==> src/rtl/uart_tx_engine.sv <==
// UART transmit engine: byte FIFO feeding a start/8-data/parity/stop serialiser.
// Mode and rate are captured when a byte is popped and stay fixed for that frame.
module uart_tx_engine #(
  parameter int FIFO_DEPTH = 4,
  parameter int DATA_BITS  = 8
) (
  input  logic                 clk,
  input  logic                 rst,
  input  logic                 tx_wr,
  input  logic [DATA_BITS-1:0] tx_data,
  output logic                 tx_full,
  input  logic                 uart_enable,
  input  logic [2:0]           uart_mode,
  input  logic [15:0]          uart_rate,
  output logic                 txd,
  output logic                 uart_busy,
  output logic                 uart_error,
  output logic                 update_ok
);

  localparam int PW = $clog2(FIFO_DEPTH);
  localparam int CW = PW + 1;
  localparam int BW = $clog2(DATA_BITS);

  typedef enum logic [2:0] {IDLE, START, DATA, PARITY, STOP} state_t;

  state_t state, state_d;

  logic [DATA_BITS-1:0] mem [FIFO_DEPTH];
  logic [PW-1:0]        wr_ptr, rd_ptr;
  logic [CW-1:0]        count;
  logic [DATA_BITS-1:0] head;

  logic [DATA_BITS-1:0] shreg, shreg_d;
  logic                 par_q, par_d;
  logic [15:0]          cnt, cnt_d;
  logic [15:0]          rate_q, rate_d;
  logic [2:0]           mode_q, mode_d;
  logic [BW-1:0]        bit_idx, bit_idx_d;
  logic                 stop_idx, stop_idx_d;
  logic                 txd_d;

  logic fifo_empty, pop, rate_ok, start_frame, rate_err;
  logic wr_accept, ovf_err, bit_done;

  assign fifo_empty  = (count == '0);
  assign tx_full     = (count == CW'(FIFO_DEPTH));
  assign head        = mem[rd_ptr];
  assign pop         = (state == IDLE) && !fifo_empty && uart_enable;
  assign rate_ok     = (uart_rate >= 16'd2);
  assign start_frame = pop && rate_ok;
  // A byte popped with an illegal rate is discarded rather than left to block the FIFO.
  assign rate_err    = pop && !rate_ok;
  assign wr_accept   = tx_wr && (!tx_full || pop);
  assign ovf_err     = tx_wr && !wr_accept;
  assign bit_done    = (cnt == '0);

  assign uart_busy   = (state != IDLE) || !fifo_empty;
  assign update_ok   = !uart_busy;

  always_ff @(posedge clk) begin
    if (rst) state <= IDLE;
    else     state <= state_d;
  end

  always_comb begin
    state_d = state;
    case (state)
      IDLE:    if (start_frame) state_d = START;
      START:   if (bit_done) state_d = DATA;
      DATA:    if (bit_done && bit_idx == BW'(DATA_BITS - 1))
                 state_d = mode_q[0] ? PARITY : STOP;
      PARITY:  if (bit_done) state_d = STOP;
      STOP:    if (bit_done && (stop_idx || !mode_q[2])) state_d = IDLE;
      default: state_d = IDLE;
    endcase
  end

  // txd is registered, so it is derived from the next state and next shift value.
  always_comb begin
    txd_d = 1'b1;
    case (state_d)
      START:   txd_d = 1'b0;
      DATA:    txd_d = shreg_d[0];
      PARITY:  txd_d = par_d;
      default: txd_d = 1'b1;
    endcase
  end

  always_comb begin
    shreg_d    = shreg;
    par_d      = par_q;
    cnt_d      = cnt;
    rate_d     = rate_q;
    mode_d     = mode_q;
    bit_idx_d  = bit_idx;
    stop_idx_d = stop_idx;
    if (start_frame) begin
      shreg_d    = head;
      par_d      = (^head) ^ uart_mode[1];
      mode_d     = uart_mode;
      rate_d     = uart_rate;
      cnt_d      = uart_rate - 16'd1;
      bit_idx_d  = '0;
      stop_idx_d = 1'b0;
    end else if (state != IDLE) begin
      if (bit_done) begin
        cnt_d = rate_q - 16'd1;
        if (state == DATA) begin
          if (bit_idx != BW'(DATA_BITS - 1)) shreg_d = shreg >> 1;
          bit_idx_d = bit_idx + 1'b1;
        end
        if (state == STOP) stop_idx_d = 1'b1;
      end else begin
        cnt_d = cnt - 16'd1;
      end
    end
  end

  always_ff @(posedge clk) begin
    if (rst) begin
      shreg    <= '0;
      par_q    <= 1'b0;
      cnt      <= '0;
      rate_q   <= '0;
      mode_q   <= '0;
      bit_idx  <= '0;
      stop_idx <= 1'b0;
      txd      <= 1'b1;
    end else begin
      shreg    <= shreg_d;
      par_q    <= par_d;
      cnt      <= cnt_d;
      rate_q   <= rate_d;
      mode_q   <= mode_d;
      bit_idx  <= bit_idx_d;
      stop_idx <= stop_idx_d;
      txd      <= txd_d;
    end
  end

  always_ff @(posedge clk) begin
    if (rst) begin
      wr_ptr     <= '0;
      rd_ptr     <= '0;
      count      <= '0;
      uart_error <= 1'b0;
    end else begin
      if (wr_accept) wr_ptr <= wr_ptr + 1'b1;
      if (pop)       rd_ptr <= rd_ptr + 1'b1;
      count      <= count + CW'(wr_accept) - CW'(pop);
      uart_error <= ovf_err | rate_err;
    end
  end

  always_ff @(posedge clk) begin
    if (wr_accept) mem[wr_ptr] <= tx_data;
  end

endmodule

==> config.mk <==
export PLATFORM = sky130hd
export DESIGN_NAME = uart_tx_engine
export DESIGN_NICKNAME = d
export VERILOG_FILES = /design/src/rtl/uart_tx_engine.sv
export SDC_FILE = /design/constraint.sdc
export NUM_CORES = 1
export LEC_CHECK = 0
export ABC_AREA = 1
export CORE_ASPECT_RATIO = 1.4
export CORE_MARGIN = 1.5
export CORE_UTILIZATION = 28
export CTS_BUF_LIST = sky130_fd_sc_hd__clkbuf_8 sky130_fd_sc_hd__clkbuf_16
export CTS_CLUSTER_SIZE = 20
export DETAILED_ROUTE_END_ITERATION = 8
export SLEW_MARGIN = 5
export SYNTH_ARGS = -nofsm -noshare
export SYNTH_HDL_FRONTEND = slang
export SYNTH_SLANG_ARGS = --single-unit
==> constraint.sdc <==
create_clock -name clk -period 2.15 [get_ports clk]
set_input_delay 0.215 -clock clk [delete_from_list [all_inputs] [get_ports clk]]
set_output_delay 0.215 -clock clk [all_outputs]
set_load 0.03 [all_outputs]
==> flow_metrics.py <==
metrics = {
    "outcome": {
        "status": "complete, no violations",
    },
    "floorplan": {
        "fp-row-count": 57,
        "io_pins": 36,
        "die_w_um": 115,
        "core_sq_um": 17300,
        "dieArea_sq_um": 18300,
        "start_util_pct": 28.4,
        "die_height_um": 159,
    },
    "synthesis": {
        "syn-num-nets": 716,
        "yosys.area.top_type": "dfxtp_1",
        "ys_top_cells_by_count": "nand2_1 (220), inv_1 (80), nor2_1 (63), dfxtp_1 (61), nand3_1 (61)",
        "syn_area_sq_um": 4890,
        "ys_ff_latch": 93,
        "yosys_warnings": 0,
        "yosysMostFrequentCell": "nand2_1",
        "avgSynthCellArea_sq_um": 7.24,
        "synthArstFlopShare_pct": 0,
        "synth_cell_type_count": 34,
        "synth_cells": 676,
        "synth.area.top_cells": "dfxtp_1 (25%), edfxtp_1 (20%), nand2_1 (17%)",
        "ys_seq_area_share_pct": 44.6,
        "synth_ff_type": "dfxtp_1",
        "synth_top_area_share_pct": 25.0,
        "synth_edf_count": 32,
    },
    "power": {
        "ir_worst_vdd_uv": 1010,
        "power_per_cell_area_nw_per_um2": 1440,
        "power.net_switching_w": 0.00417,
        "comb_power_share_pct": 57.1,
        "clockPowerShare_pct": 17.1,
        "power.internal_w": 0.00524,
        "swShare_pct": 44.3,
        "seq_power_share_pct": 25.8,
        "p_leak_nw": 2.98,
    },
    "final_layout": {
        "drive_gt1_share_pct": 22.5,
        "seqCellArea_sq_um": 2180,
        "num-nets-final": 825,
        "multi_input_area_sq_um": 2380,
        "fillers": 1821,
        "final_util_pct": 37.8,
        "layout.cells.non_filler": 1026,
        "area_growth_syn_to_layout_pct": 33.2,
        "antenna_cells": 0,
    },
    "sta": {
        "rsz0062_at_grt": "true",
        "skew_ns": 0.0146,
        "relSlewSlack_pct": 73.4,
        "finalCritPeriodShare_pct": 98.1,
        "fin_crit_ns": 2.11,
        "finalHoldViolCount": 0,
        "worst_pin_slew_ns": 0.398,
        "setup_viol": 0,
        "timing.final.max_slew_violations": 0,
        "fmax_mhz": 474,
    },
    "placed_design": {
        "post-dp-hpwl_um": 8750,
        "numPortBuffers": 35,
        "place_congestion": 0.832,
        "placed_cells": 1002,
    },
    "grt": {
        "grt_max_degree": 31,
        "grt_pass1_wl_um": 19400,
        "antenna_found_initial": 0,
        "grt.overflow.total": 0,
        "grt_pass1_vias": 4255,
        "grt_util_all_layers_pct": 13.5,
    },
    "cts": {
        "cts_root_buf": "clkbuf_16",
        "cts_tree": "yes",
        "clkSlewWorstSetupHoldPaths_ns": 0.07,
        "cts_buffers": 9,
        "htree_levels": 3,
        "cts.sinks": 93,
        "clock_latency_ns": 0.35,
        "cts.path.max_buffers": 2,
    },
    "worst_setup_path": {
        "arrival_ns": 2.34,
        "reg2reg_depth": 15,
        "cp.required_ns": 2.38,
        "cpPeakStageDelay_ns": 0.52,
        "path_cells": "nor2_2 > nand2_2 > nand2_4 > nor2_8 > buf_6 > inv_2 > nand2_1 > nand2_1 > inv_1 > nor2_1 > a21oi_1 > ha_2 > inv_2 > fa_2 > nor2_2",
        "end_kind": "register",
        "path_max_fanout": 3,
        "cp_slowest_cell": "fa_2",
        "path_class": "register to register",
        "critPathLaunchType": "register",
    },
    "routing": {
        "ant_nets": 0,
        "post_drt_wl_per_cell_um": 11.5,
        "drc": 0,
        "drt_pass1_iterations": 5,
        "drt-initial-drc-count": 193,
        "vias_per_cell": 4.27,
        "drt-total-wl_um": 11800,
        "num_vias": 4384,
    },
    "min_path": {
        "hold_depth": 2,
        "hp-class": "register to register",
    },
    "flow_run": {
        "drv_cap": 0,
    },
}
## worst paths after layout
path	slack, ns	startpoint	endpoint
setup reg to reg	0.04	count[0]	count[1]
hold reg to reg	0.46	stop_idx	stop_idx
setup / recovery	0.04	count[0]	count[1]
hold / removal	0.46	stop_idx	stop_idx
## cells in the final DEF (no fill, tap or decap), types with 18 or more instances in the layout
cell,n
nand2_1,209
buf_4,77
inv_1,76
nand3_1,61
dfxtp_1,59
nor2_1,55
a21oi_1,35
clkdlybuf4s50_1,33
edfxtp_1,32
o21ai_0,26
nand2_2,18
## flip-flops by register name, summed over array words and instances (netlist names), named ones only
signal	count
wr_ptr	2
par_q	1
txd	1
count	3
uart_error	1
cnt	16
shreg	8
stop_idx	1
state	3
rd_ptr	2
mode_q	2
mem	32
rate_q	16
bit_idx	3
## final cells by class
class / instances / share of cell area [%]
Inverter: 92 / 5.30
Timing Repair Buffer: 118 / 15.6
Clock inverter: 7 / 1.13
Clock buffer: 9 / 3.45
Multi-Input combinational cell: 471 / 36.5
Tap cell: 236 / 4.53
Sequential cell: 93 / 33.5
## stage by stage
stage / hold slack (ns) / power [W] / setup TNS (ns) / area, sq um / setup slack [ns]
global route: 0.476 / 0.0102 / -0.298 / 6520 / -0.0912
CTS: 0.459 / 0.00900 / -0.00882 / 6310 / -0.00882
detailed placement: 0.448 / 0.00734 / -3.89 / 6000 / -0.358
finish: 0.457 / 0.00942 / 0 / 6520 / 0.0417
floorplan: 0.314 / 0.00570 / 0 / 4900 / 0.0813
global placement: 0.445 / 0.00730 / -3.59 / 6000 / -0.312
## per-layer routing
layer | up-vias | GRT usage (%) | routed length (um)
met2 | 46 | 25.7 | 6520
li1 | 2360 | - | -
met4 | 0 | 5.78 | 214
met3 | 10 | 1.75 | 217
met1 | 1968 | 14.5 | 4880
met5 | - | 0 | 0
## critical path, delay by kind of cell (launching register included)
| kind | cells | cell delay, ns |
|---|---|---|
| adder cells (fa/ha/maj) | 2 | 0.71 |
| AND/OR/NAND/NOR | 8 | 0.58 |
| flip-flops | 1 | 0.34 |
| buffers and inverters | 4 | 0.25 |
| AO/OA/AOI/OAI | 1 | 0.12 |
## power groups by stage
stage	clock network [W]	logic, W	registers (W)
after CTS	0.00165	0.00493	0.00242
after floorplan	0	0.00326	0.00244
final	0.00161	0.00538	0.00243
after global routing	0.00172	0.00602	0.00247
after detailed placement	0	0.00488	0.00246
after global placement	0	0.00484	0.00245
## cells by family after synthesis
logic type | count (synthesis) | synth area share, %
and+or+nand+nor | 380 | 34.2
buffers and inverters | 112 | 9.49
DFF | 93 | 44.6
AOI/OAI and AO/OA | 82 | 9.31
adders and majority gates | 9 | 2.45
## repair_timing
| item | in CTS | in global routing |
|---|---|---|
| setup buffers | 0 | 8 |
| pin swaps | 0 | 20 |
| hold buffers | 0 | 0 |
| endpoints found under the setup margin | 10 | 17 |
| gates resized for setup | 4 | 48 |
(Power assumes the default switching activity.)
